File: config.mk
export PLATFORM = sky130hd
export DESIGN_NAME = jpeg_bitpacker
export DESIGN_NICKNAME = d
export VERILOG_FILES = /design/src/rtl/jpeg_pkg.sv /design/src/rtl/jpeg_bitlen.sv /design/src/rtl/jpeg_bitpacker.sv
export SDC_FILE = /design/constraint.sdc
export NUM_CORES = 1
export LEC_CHECK = 0
export ABC_AREA = 1
export BUFFER_PORTS_ARGS = -buffer_cell sky130_fd_sc_hd__buf_4
export CORE_MARGIN = 2
export CORE_UTILIZATION = 30
export DETAILED_ROUTE_END_ITERATION = 6
export PLACE_DENSITY_LB_ADDON = 0.3
export SLEW_MARGIN = 20
export SYNTH_ARGS = -nofsm -noshare
export SYNTH_HDL_FRONTEND = slang
export SYNTH_SLANG_ARGS = --single-unit
File: constraint.sdc
create_clock -name clk -period 12.2 [get_ports clk]
set_input_delay 0.61 -clock clk [delete_from_list [all_inputs] [get_ports clk]]
set_output_delay 0.61 -clock clk [all_outputs]
set_load 0.01 [all_outputs]
File: src/rtl/jpeg_pkg.sv
// Shared definitions for the JPEG DC entropy path: tuple layout, size-0 sentinel,
// symbol width bound and the bit packer state encoding.
package jpeg_pkg;

   localparam int CODE_MSB        = 23;
   localparam int LEN_MSB         = 15;
   localparam int AMP_MSB         = 7;
   localparam logic [7:0] SIZE0_SENTINEL = 8'hFF;
   localparam int MAX_SYMBOL_BITS = 16;

   typedef enum logic [1:0] {
      S_RUN   = 2'd0,
      S_STUFF = 2'd1,
      S_FLUSH = 2'd2
   } pack_state_t;

endpackage

File: src/rtl/jpeg_bitlen.sv
// Amplitude bit-length encoder: index of the highest set bit plus one,
// forced to zero for the size-0 sentinel value.
module jpeg_bitlen
   import jpeg_pkg::*;
(
   input  logic [7:0] amp,
   output logic [3:0] amp_len
);

   always_comb begin
      amp_len = 4'd0;
      if (amp != SIZE0_SENTINEL) begin
         for (int i = 0; i < 8; i++) begin
            if (amp[i]) amp_len = 4'(i + 1);
         end
      end
   end

endmodule

File: src/rtl/jpeg_bitpacker.sv
// Packs DC Huffman tuples into an entropy-coded byte stream with 1-padding on flush.
// Define JPEG_BYTE_STUFF_EN to insert 0x00 after every emitted 0xFF.
//
// state   | meaning
// S_RUN   | accept symbols, pop whole bytes
// S_STUFF | emit the 0x00 that follows a 0xFF byte
// S_FLUSH | drain bytes, pad last partial byte with 1s, then pulse flush_done
module jpeg_bitpacker
   import jpeg_pkg::*;
#(
   parameter int ACC_W = 32
)
(
   input  logic        clk,
   input  logic        rst,
   input  logic        in_valid,
   output logic        in_ready,
   input  logic [23:0] in_tuple,
   input  logic        flush,
   output logic        flush_done,
   output logic        out_valid,
   input  logic        out_ready,
   output logic [7:0]  out_byte,
   output logic [5:0]  fill
);

   pack_state_t      state;
   logic             flush_pend;
   logic [ACC_W-1:0] acc, sym_ext, merged;
   logic [7:0]       code, len_raw, amp, code_bits, amp_bits, head, pad_byte;
   logic [3:0]       code_len, amp_len;
   logic [8:0]       amp_mask;
   logic [4:0]       nbits, amp_sh;
   logic [15:0]      sym;
   logic [6:0]       total;
   logic             accept, out_free, pop, stuff_pop, stuff_pad;

   assign code    = in_tuple[CODE_MSB -: 8];
   assign len_raw = in_tuple[LEN_MSB -: 8];
   assign amp     = in_tuple[AMP_MSB -: 8];

   jpeg_bitlen u_bitlen (
      .amp     (amp),
      .amp_len (amp_len)
   );

   assign code_len  = (len_raw > 8'd8) ? 4'd8 : len_raw[3:0];
   assign code_bits = code & ~(8'hFF >> code_len);
   assign amp_mask  = (9'd1 << amp_len) - 9'd1;
   assign amp_bits  = amp & amp_mask[7:0];
   assign nbits     = {1'b0, code_len} + {1'b0, amp_len};
   assign amp_sh    = 5'(MAX_SYMBOL_BITS) - nbits;
   // Symbol is MSB-aligned: code bits first, amplitude bits directly behind them.
   assign sym       = {code_bits, 8'h00} | ({8'h00, amp_bits} << amp_sh);
   assign sym_ext   = {sym, {(ACC_W-16){1'b0}}} >> fill;

   assign in_ready = !rst && (state == S_RUN) && !flush_pend
                     && (int'(fill) <= ACC_W - MAX_SYMBOL_BITS);
   assign accept   = in_valid && in_ready;
   assign out_free = !out_valid || out_ready;

   // Merging before the pop lets a fresh symbol's first byte leave in the same cycle.
   assign merged   = accept ? (acc | sym_ext) : acc;
   assign total    = {1'b0, fill} + (accept ? {2'b00, nbits} : 7'd0);
   assign head     = merged[ACC_W-1 -: 8];
   assign pop      = ((state == S_RUN) || (state == S_FLUSH)) && out_free && (total >= 7'd8);
   assign pad_byte = acc[ACC_W-1 -: 8] | (8'hFF >> fill[2:0]);

`ifdef JPEG_BYTE_STUFF_EN
   assign stuff_pop = (head == 8'hFF);
   assign stuff_pad = (pad_byte == 8'hFF);
`else
   assign stuff_pop = 1'b0;
   assign stuff_pad = 1'b0;
`endif

   always_ff @(posedge clk) begin
      if (rst) begin
         state      <= S_RUN;
         acc        <= '0;
         fill       <= '0;
         flush_pend <= 1'b0;
         flush_done <= 1'b0;
         out_valid  <= 1'b0;
         out_byte   <= 8'h00;
      end else begin
         flush_done <= 1'b0;
         if (flush) flush_pend <= 1'b1;
         if (out_valid && out_ready) out_valid <= 1'b0;
         case (state)
            S_RUN, S_FLUSH: begin
               if (pop) begin
                  out_byte  <= head;
                  out_valid <= 1'b1;
                  acc       <= merged << 8;
                  fill      <= 6'(total - 7'd8);
               end else begin
                  acc  <= merged;
                  fill <= total[5:0];
               end
               if (pop && stuff_pop) begin
                  state <= S_STUFF;
               end else if (state == S_RUN) begin
                  if (flush_pend) state <= S_FLUSH;
               end else if (!pop && out_free) begin
                  if (fill != 6'd0) begin
                     out_byte  <= pad_byte;
                     out_valid <= 1'b1;
                     acc       <= '0;
                     fill      <= '0;
                     // flush_pend stays set, so the stuff path comes back here to finish.
                     if (stuff_pad) state <= S_STUFF;
                  end else begin
                     flush_done <= 1'b1;
                     flush_pend <= 1'b0;
                     state      <= S_RUN;
                  end
               end
            end
`ifdef JPEG_BYTE_STUFF_EN
            S_STUFF: begin
               if (out_free) begin
                  out_byte  <= 8'h00;
                  out_valid <= 1'b1;
                  state     <= S_RUN;
               end
            end
`endif
            default: state <= S_RUN;
         endcase
      end
   end

endmodule

[Word-level counts from Yosys, hierarchy flattened]
Index checks and enable logic that the tools add are counted.
Cells by class
  eq/ne operators: 4
  bitwise logic cells: 8
  shift-type cells: 5
  muxes and demuxes: 40
  reductions and logical operators: 21
  order comparisons: 3
  $add $sub $neg: 5
Operators by type and width (count)
  $mux W32: 5
  $mux W8: 4
  $or A32 B32 Y32: 1
  $shr A32 B6 Y32: 1
  $mux W6: 4
  $and A8 B8 Y8: 2
  $or A16 B16 Y16: 1
  $shl A8 B5 Y16: 1
  $mux W1: 13
  $mux W2: 6
  $mux W3: 4
  $mux W4: 3
  $gt A8 B4 Y1 const B: 1
  $logic_and A1 B1 Y1: 8
  $ne A8 B8 Y1 const B: 1
  $not A8 Y8: 1
  $or A8 B8 Y8: 1
  $shl A1 B4 Y8 const A: 1
  $shr A8 B3 Y8 const A: 1
  $shr A8 B4 Y8 const A: 1
  $sub A8 B1 Y8 const B: 1
  $add A6 B5 Y7: 1
  $ge A7 B4 Y1 const B: 1
  $le A6 B5 Y1 const B: 1
  15 further kinds: 22
Storage, ports and cells
  word-level logic and storage cells: 93
  register bits: 51
  bits of input ports: 29
  output and inout port bits: 17

[Depth between registers and ports, before layout]
Gate-level depths: netlist (run 1).
  depth after elaboration: 21
  mapped depth: 33
  depth with buffers taken out: 33

[By module]
From an unflattened synthesis (run 1), not the netlist that was laid out.
Unflattened totals
  cell total of the unflattened synthesis: 802
  area total of the unflattened synthesis: 4623.2 um2
Modules (own cells, without submodules)
  jpeg_bitpacker: area each 4533.1 um2, instances 1, sequential area each 1001.0 um2, cells each 783
  jpeg_bitlen: area each 90.1 um2, instances 1, sequential area each 0.0 um2, cells each 19

[Worst setup path before layout (run 1)]
OpenSTA, ideal clock, no wires.
  path kind: input port to flip-flop
  start point: input port in_tuple[13]
  end point: register acc[10]
  path buffers: 3
  data arrival time: 4.428 ns
  library setup time: 0.113 ns
  setup slack: 7.660 ns
  required time: 12.087 ns
  stages on the path: 24
  path through: nor4_1 o21ai_0 nor2_1 ha_1 clkbuf_1 inv_1 clkbuf_1 nor2_1 ha_1 inv_1 fa_1 o21ai_1 xor2_1 ha_1 inv_1 nor2_1 o311ai_2 nor3_2 nor2_2 nand2_1 inv_2 buf_2 nand2_1 nand2_1
Between the ends
  word-level cells in the longest chain between the ends: 13
  elaborated cells between the ends (all ways): 22
  those cells by class: add/sub (3); order compare (2); shift (3); mux (7); bitwise (4); reduce/logical (3)
RTL lines
  start, declared: RTL line jpeg_bitpacker.sv:18  | input logic [23:0] in_tuple,
  $gt A8 B4 Y1 *: RTL line jpeg_bitpacker.sv:47  | assign code_len = (len_raw > 8'd8) ? 4'd8 : len_raw[3:0];
  $mux W4 *: RTL line jpeg_bitpacker.sv:47
  $add A4 B4 Y5 / $shr A8 B4 Y8 (equally long branches): RTL line jpeg_bitpacker.sv:51, jpeg_bitpacker.sv:48
  $sub A5 B5 Y5 / $not A8 Y8 (equally long branches): RTL line jpeg_bitpacker.sv:52, jpeg_bitpacker.sv:48
  $shl A8 B5 Y16 / $and A8 B8 Y8 (equally long branches): RTL line jpeg_bitpacker.sv:54, jpeg_bitpacker.sv:48
  $or A16 B16 Y16: RTL line jpeg_bitpacker.sv:54  | assign sym = {code_bits, 8'h00} | ({8'h00, amp_bits} << amp_sh);
  $shr A32 B6 Y32: RTL line jpeg_bitpacker.sv:55  | assign sym_ext = {sym, {(ACC_W-16){1'b0}}} >> fill;
  $or A32 B32 Y32: RTL line jpeg_bitpacker.sv:63  | assign merged = accept ? (acc | sym_ext) : acc;
  $mux W32: RTL line jpeg_bitpacker.sv:63
  $mux W32: RTL line jpeg_bitpacker.sv:92  | if (pop) begin
  $mux W32: RTL line jpeg_bitpacker.sv:106  | if (fill != 6'd0) begin
  $mux W32: RTL line jpeg_bitpacker.sv:105  | end else if (!pop && out_free) begin
  $mux W32 *: RTL line jpeg_bitpacker.sv:103  | end else if (state == S_RUN) begin
  end signal, assigned: RTL line jpeg_bitpacker.sv:95  | acc <= merged << 8;
  end signal, assigned: RTL line jpeg_bitpacker.sv:98  | acc <= merged;
  end, declared: RTL line jpeg_bitpacker.sv:29  | logic [ACC_W-1:0] acc, sym_ext, merged;
Every way passes the cells marked *; elsewhere a longest branch is shown, timed or not.
A chain may end at the register's enable or synchronous reset.

[Final worst setup path (run 1)]
  start point: register fill[3]
  end point: register acc[0]
Between the ends
  word-level cells in the longest chain between the ends: 11
  elaborated cells between the ends (all ways): 17
  those cells by class: add/sub (1); order compare (2); shift (1); mux (6); bitwise (1); reduce/logical (6)
RTL lines
  start, declared: RTL line jpeg_bitpacker.sv:24  | output logic [5:0] fill
  start signal, assigned: RTL line jpeg_bitpacker.sv:96  | fill <= 6'(total - 7'd8);
  start signal, assigned: RTL line jpeg_bitpacker.sv:99  | fill <= total[5:0];
  $le A6 B5 Y1: RTL line jpeg_bitpacker.sv:58  | && (int'(fill) <= ACC_W - MAX_SYMBOL_BITS);
  $logic_and A1 B1 Y1: RTL line jpeg_bitpacker.sv:58
  $logic_and A1 B1 Y1: RTL line jpeg_bitpacker.sv:59  | assign accept = in_valid && in_ready;
  $mux W5: RTL line jpeg_bitpacker.sv:64  | assign total = {1'b0, fill} + (accept ? {2'b00, nbits} : 7'd0);
  $add A6 B5 Y7: RTL line jpeg_bitpacker.sv:64
  $ge A7 B4 Y1: RTL line jpeg_bitpacker.sv:66  | assign pop = ((state == S_RUN) || (state == S_FLUSH)) && out_free && (total >= 7'd8);
  $logic_and A1 B1 Y1: RTL line jpeg_bitpacker.sv:66
  $mux W32 / $logic_not A1 Y1 (equally long branches): RTL line jpeg_bitpacker.sv:92, jpeg_bitpacker.sv:105
  $mux W32 / $logic_and A1 B1 Y1 (equally long branches): RTL line jpeg_bitpacker.sv:106, jpeg_bitpacker.sv:105
  $mux W32: RTL line jpeg_bitpacker.sv:105
  $mux W32 *: RTL line jpeg_bitpacker.sv:103
Marks and branches as above.

==> impl_metrics.toml, run 1 <==
[run_status]
run_status = "finished clean"

[pwr]
power.total_mw = 0.7799
p_leak_nw = 2.653
peakVddDrop_mv = 0.1772
cellPowerDensity_nw_per_um2 = 152.9

[cts]
numCtsBuffers = 5
cts_sinks = 50
cts_tree = "built"
clk_pin_slew_worst_paths_ns = 0.07
clk_latency_ns = 0.30
cts.root.buffer_cell = "clkbuf_16"
cts_setup_buffers = 0
cts_max_path_buffers = 2
hold_buffers = 0
htree_levels = 2
cts_resized = 0

[route]
wire_per_inst_um = 13.77
ant_nets = 0
drc = 0
dr.pass1.iters = 5
wirelength_mm = 13.11
drtIter0Drc = 377
num_vias = 4760
via_per_inst = 5.000

[yosys]
synth_edf_count = 0
synth_compound_gate_area_share_pct = 14.25
ys_types = 50
syn_avg_cell_area_um2 = 6.076
synth_top_family_by_area = "simple AND/OR/NAND/NOR gates"
async_flop_share_pct = 0
synth_xor_area_share_pct = 3.326
syn-cell-area_um2 = 4514
yosysWarnings = 0
ys_ff_latch = 50
yosysSeqAreaShare_pct = 22.17
syn-num-nets = 786
synthAdderAreaFrac_pct = 4.213
synthMuxAreaShare_pct = 0.2217
synth_ff_type = "dfxtp_1"
synthSimpleGateAreaFrac_pct = 44.84
synthCells = 743

[worst_setup_path]
r2r_cells = 20
cp.required_ns = 12.39
cp-start-kind = "flip-flop"
r2r_setup_slack_ns = 6.73
cp_max_fo = 23
r2r-end = "acc[0]"
crit_arrival_ns = 5.66
worstSetupPathType = "reg2reg"
r2r-start = "fill[3]"
critPathCaptureType = "flip-flop"

[die]
core-area_um2 = 14640
ios = 46
dieHeight_um = 126.7
dieArea_um2 = 16050
fp-row-count = 44
initial_utilization_pct = 30.83
die_w_um = 126.7

[global_routing]
grt_overflow_total = 0
grt_pass1_wl_mm = 22.29
grt_max_degree = 25
met2_usage_pct = 27.19
antenna_found_initial = 0
grt_pass1_vias = 4508
grt_util_met3_pct = 1.856
met1_usage_pct = 23.69
grt_use_total_pct = 16.89
top_usage_layer = "met2"

[timing]
worst_pin_slew_ns = 0.9758
rsz0062_at_grt = "false"
timing_hold_violations_final = 0
post-route-period-util_pct = 44.87
min_period_ns = 5.474
setup_viol = 0
fmax_mhz = 182.7
slew_viol_final = 0
relSlewSlack_pct = 34.71
fin_setup_tns_ns = 0
clock_skew_ns = 0.008847

[min_path]
hold_end = "acc[5]"
hold_depth = 2
holdCritStartpoint = "acc[5]"
min_path_type = "reg2reg"

[place]
port_buffers = 45
hpwl_mm = 10.34
place_area_um2 = 4964
place.gp.congestion = 0.8563

[cells_and_area]
drive_gt1_share_pct = 13.93
nets = 811
diodes = 0
final_cell_area_um2 = 5102
syn_to_final_growth_pct = 13.03

[job]
maxCapViolations = 0
## cell usage after synthesis (all sizes together), types with 2 or more instances
master  count  area, µm²
clkinv      2      7.510
inv        93      354.1
dfxtp      50       1001
or2         3      18.77
ha         12      150.1
nand3     142      798.3
o211ai      9      77.57
o22ai       2      12.51
fa          2      40.04
o21bai      2      15.01
a31oi       5      31.28
nor2       50      221.5
nand4      11      68.82
clkbuf     10      37.54
nor3        3      20.02
o221ai      3      26.28
nand3b      2      15.01
o31ai       2      15.01
a21o       11      82.58
buf        19      96.34
o21ai      35      175.2
and2        2      12.51
xor2        8      122.6
nand2     228      863.3
a21oi      29      152.7
## per-stage QoR
step	util (%)	hold slack [ns]	instances	worst slack [ns]
6_report	34.84	0.4560	952	6.726
5_1_grt	34.84	0.4745	952	6.233
4_1_cts	34.84	0.4576	952	6.752
3_5_place_dp	33.89	0.4471	945	6.813
3_3_place_gp	33.89	0.4490	945	6.826
2_1_floorplan	-	0.4359	743	7.660
## kinds of logic (layout without fill, tap and decap cells)
logic type / Yosys count / in the layout
and+or+nand+nor: 442 / 442
AOI/OAI and AO/OA: 103 / 103
muxes: 1 / 1
DFF: 50 / 50
adders and majority gates: 14 / 14
buffers and inverters: 124 / 149
xor gates and xnor gates: 9 / 9
## state kept, by name (all words and copies together) (netlist names)
name / count
out_valid: 1
state: 1
flush_pend: 1
flush_done: 1
out_byte: 8
acc: 32
fill: 6
## cell type report
type,count,area (µm²)
repair buffers,47,352.8
fillers,1658,9542
inverters,95,361.6
multi-input cells,569,3018
well taps,184,230.2
clock inverters,2,13.76
clock buffers,5,125.1
flip-flops and latches,50,1001
## report_power, final
group	total, mW	internal (mW)	leakage [nW]	switching (mW)
Clock	0.137	0.0753	0.0701	0.0615
Combinational	0.412	0.139	2.18	0.273
Sequential	0.231	0.199	0.407	0.0319
Total	0.780	0.413	2.65	0.367
## per-layer routing
layer	part of all wire, %	vias to the layer above	wire [µm]
li1	-	2491	-
met1	49	2125	6465
met2	44	124	5811
met3	4.1	20	536
met4	2.3	0	300
met5	0	-	0
## cells in the final DEF, fill, tap and decap left out, types with 3 or more instances in the layout
cell type | synthesis | layout
o211ai_1 | 7 | 7
o21ai_1 | 23 | 23
o221ai_1 | 3 | 3
nand2_2 | 3 | 3
nor2_2 | 4 | 4
buf_4 | 3 | 47
ha_1 | 12 | 12
o21ai_0 | 12 | 12
nor2_1 | 44 | 44
xor2_1 | 4 | 4
nand3_2 | 15 | 15
clkbuf_16 | 0 | 5
nand2_1 | 225 | 225
inv_2 | 12 | 12
a21o_1 | 11 | 11
nand3_1 | 126 | 126
a31oi_1 | 5 | 5
a21oi_1 | 27 | 27
dfxtp_1 | 50 | 50
inv_1 | 79 | 79
nand4_1 | 11 | 11
## worst max path at each step
| stage | startpoint | cells after the start | end |
|---|---|---|---|
| 2_1_floorplan | in_tuple[13] | 24 | acc[10] |
| 3_3_place_gp | in_tuple[2] | 28 | acc[0] |
| 3_5_place_dp | fill[3] | 20 | acc[0] |
| 4_1_cts | fill[3] | 20 | acc[0] |
| 5_1_grt | fill[3] | 21 | acc[25] |
| 6_report | fill[3] | 20 | acc[0] |
## critical path, cell delays in order (launching register included)
cell and delay [ns]:
dfxtp_1 0.58, inv_1 0.66, nand2_1 0.21, a2111o_1 0.39, inv_1 0.07, nand2_1 0.25, nor2_1 0.18, ha_1 0.18
inv_1 0.05, fa_1 0.39, o21ai_1 0.23, xor2_1 0.22, ha_1 0.17, inv_1 0.05, nor2_1 0.13, o311ai_2 0.16
nor3_2 0.40, nor2_2 0.15, nand2_1 0.36, inv_2 0.28, and2_1 0.24
Note: power is estimated with default switching activity, not from simulation.
==> inputs of run 2 (changes only) <==
Clock period 12.2 ns to 4.9 ns, I/O delays scaled along.
==> run 2 against run 1 <==
- clock power rose to 2.6 times the previous value
- worst setup slack got worse by 6.2 ns
- power increased to 2.6 times the previous value
- largest power group unchanged
- count of clock-buffer cells in the layout rose by 2
- final cell count increased by 1.6%
- non-clock buffer count is 13 higher
==> impl_metrics.toml, run 2 (synthesis results as in run 1) <==
[run_status]
run_status = "finished clean"

[worst_setup_path]
cp_max_fo = 10
cp-start-kind = "primary input"
worstSetupPathType = "in2reg"
crit_arrival_ns = 4.56
cp.required_ns = 5.08
slowest_delay_ns = 0.44
critPathCaptureType = "flip-flop"
cpMostUsedCell = "nand2_1"
crit_slowest_cell = "fa_1"

[job]
maxCapViolations = 0

[cells_and_area]
largest_reg_flops = 32
top_regs = "acc (32), out_byte (8), fill (6)"
top_register = "acc"
diodes = 0
layout.cells.most_common_list = "nand2_1 (224), nand3_1 (126), inv_1 (78)"
drive_gt1_share_pct = 15.71
syn_to_final_growth_pct = 15.77
nFillCells = 1603
layout_commonest_cell = "nand2_1"
nets = 825

[pwr]
cellPowerDensity_nw_per_um2 = 384.9
p_leak_nw = 2.716
peakVddDrop_mv = 0.2860

[die]
die_w_um = 126.7
initial_utilization_pct = 30.83
core-area_um2 = 14640
dieArea_um2 = 16050
fp-row-count = 44
ios = 46
dieHeight_um = 126.7

[timing]
worst_pin_slew_ns = 0.6976
fmax_mhz = 228.4
clock_skew_ns = 0.009493
rsz0062_at_grt = "false"
setup_ws_ns = 0.5220
fin_setup_tns_ns = 0
slew_viol_final = 0
min_period_ns = 4.378
setup_viol = 0
relSlewSlack_pct = 53.44
timing_hold_violations_final = 0
post-route-period-util_pct = 89.35

[route]
via_per_inst = 4.943
wire_per_inst_um = 13.58
drc = 0
drtIter0Drc = 399
ant_nets = 0
wirelength_mm = 13.13
num_vias = 4780
dr.pass1.iters = 5

[cts]
cts.root.buffer_cell = "clkbuf_16"
clk_latency_ns = 0.29
cts_max_path_buffers = 2
cts_tree = "built"
clk_pin_slew_worst_paths_ns = 0.07
htree_levels = 2
hold_buffers = 0
numCtsBuffers = 5
cts_sinks = 50

[place]
pre_cts_ws_ns = 0.3259
place.gp.congestion = 0.8829
hpwl_mm = 10.34
port_buffers = 45

[global_routing]
grt_pass1_vias = 4456
grt_use_total_pct = 16.48
grt_max_degree = 24
grt_pass1_wl_mm = 21.96
antenna_found_initial = 0
grt_overflow_total = 0

[min_path]
min_path_type = "in2reg"
[run 2: cell count changes in the layout (fill, tap and decap cells not counted), sizes merged]
cell / previous run / this run
clkinv: 3 / 2
clkbuf: 5 / 7
inv: 94 / 93
clkinvlp: 0 / 2
buf: 47 / 60
[run 2: final cells by class]
type                            count  area, µm²  share of cell area (%)
Multi-Input combinational cell    569       3020                   57.79
Sequential cell                    50       1001                   19.15
Timing Repair Buffer               60      450.4                   8.619
Inverter                           95      365.4                   6.991
Tap cell                          184      230.2                   4.405
Clock buffer                        7      142.6                   2.729
Clock inverter                      1      8.758                  0.1676
Timing Repair inverter              1      7.507                  0.1436
[run 2: repair_timing]
action | 4_1_cts | 5_1_grt
setup buffers | 0 | 2
setup endpoints to repair | 0 | 8
resized for setup | 0 | 3
[run 2: worst paths after layout]
| kind | endpoint | startpoint | cells after the start | slack (ns) |
|---|---|---|---|---|
| max | acc[15] | in_tuple[0] | 29 | 0.52 |
| min | flush_pend | flush | 2 | 0.18 |
| max reg2reg | acc[15] | fill[1] | 23 | 0.61 |
| min reg2reg | acc[2] | acc[2] | 2 | 0.46 |
[run 2: per-layer routing]
metal  vias up  track usage, %  routed length [µm]
met4         0           4.008                 187
li1       2518               -                   -
met5         -               0                   0
met1      2120           23.31                6420
met2       127           27.34                5900
met3        15           1.307                 625
[run 2: per-stage QoR]
step	instance area (µm²)	std cells	util, %	hold WS [ns]	power, mW
2_1_floorplan	4514	743	-	0.3828	1.311
3_5_place_dp	5046	956	34.46	0.4509	1.630
6_report	5226	967	35.69	0.1761	2.012
4_1_cts	5197	964	35.49	0.1750	1.992
3_3_place_gp	5046	956	34.46	0.4446	1.640
5_1_grt	5226	967	35.69	0.1789	2.186
[run 2: power breakdown]
part	total [mW]	switching (mW)	leakage, nW	internal (mW)
clock network	0.360	0.154	0.0745	0.206
registers	0.534	0.0382	0.407	0.496
logic	1.12	0.728	2.23	0.390
total	2.01	0.921	2.72	1.09
[run 2: critical path: cells and delay by family]
kind / cells / cell delay [ns]
compound gates: 2 / 0.31
xor+xnor: 1 / 0.27
fa+ha+maj: 4 / 1.14
simple gates: 17 / 1.92
buf+inv: 5 / 0.66
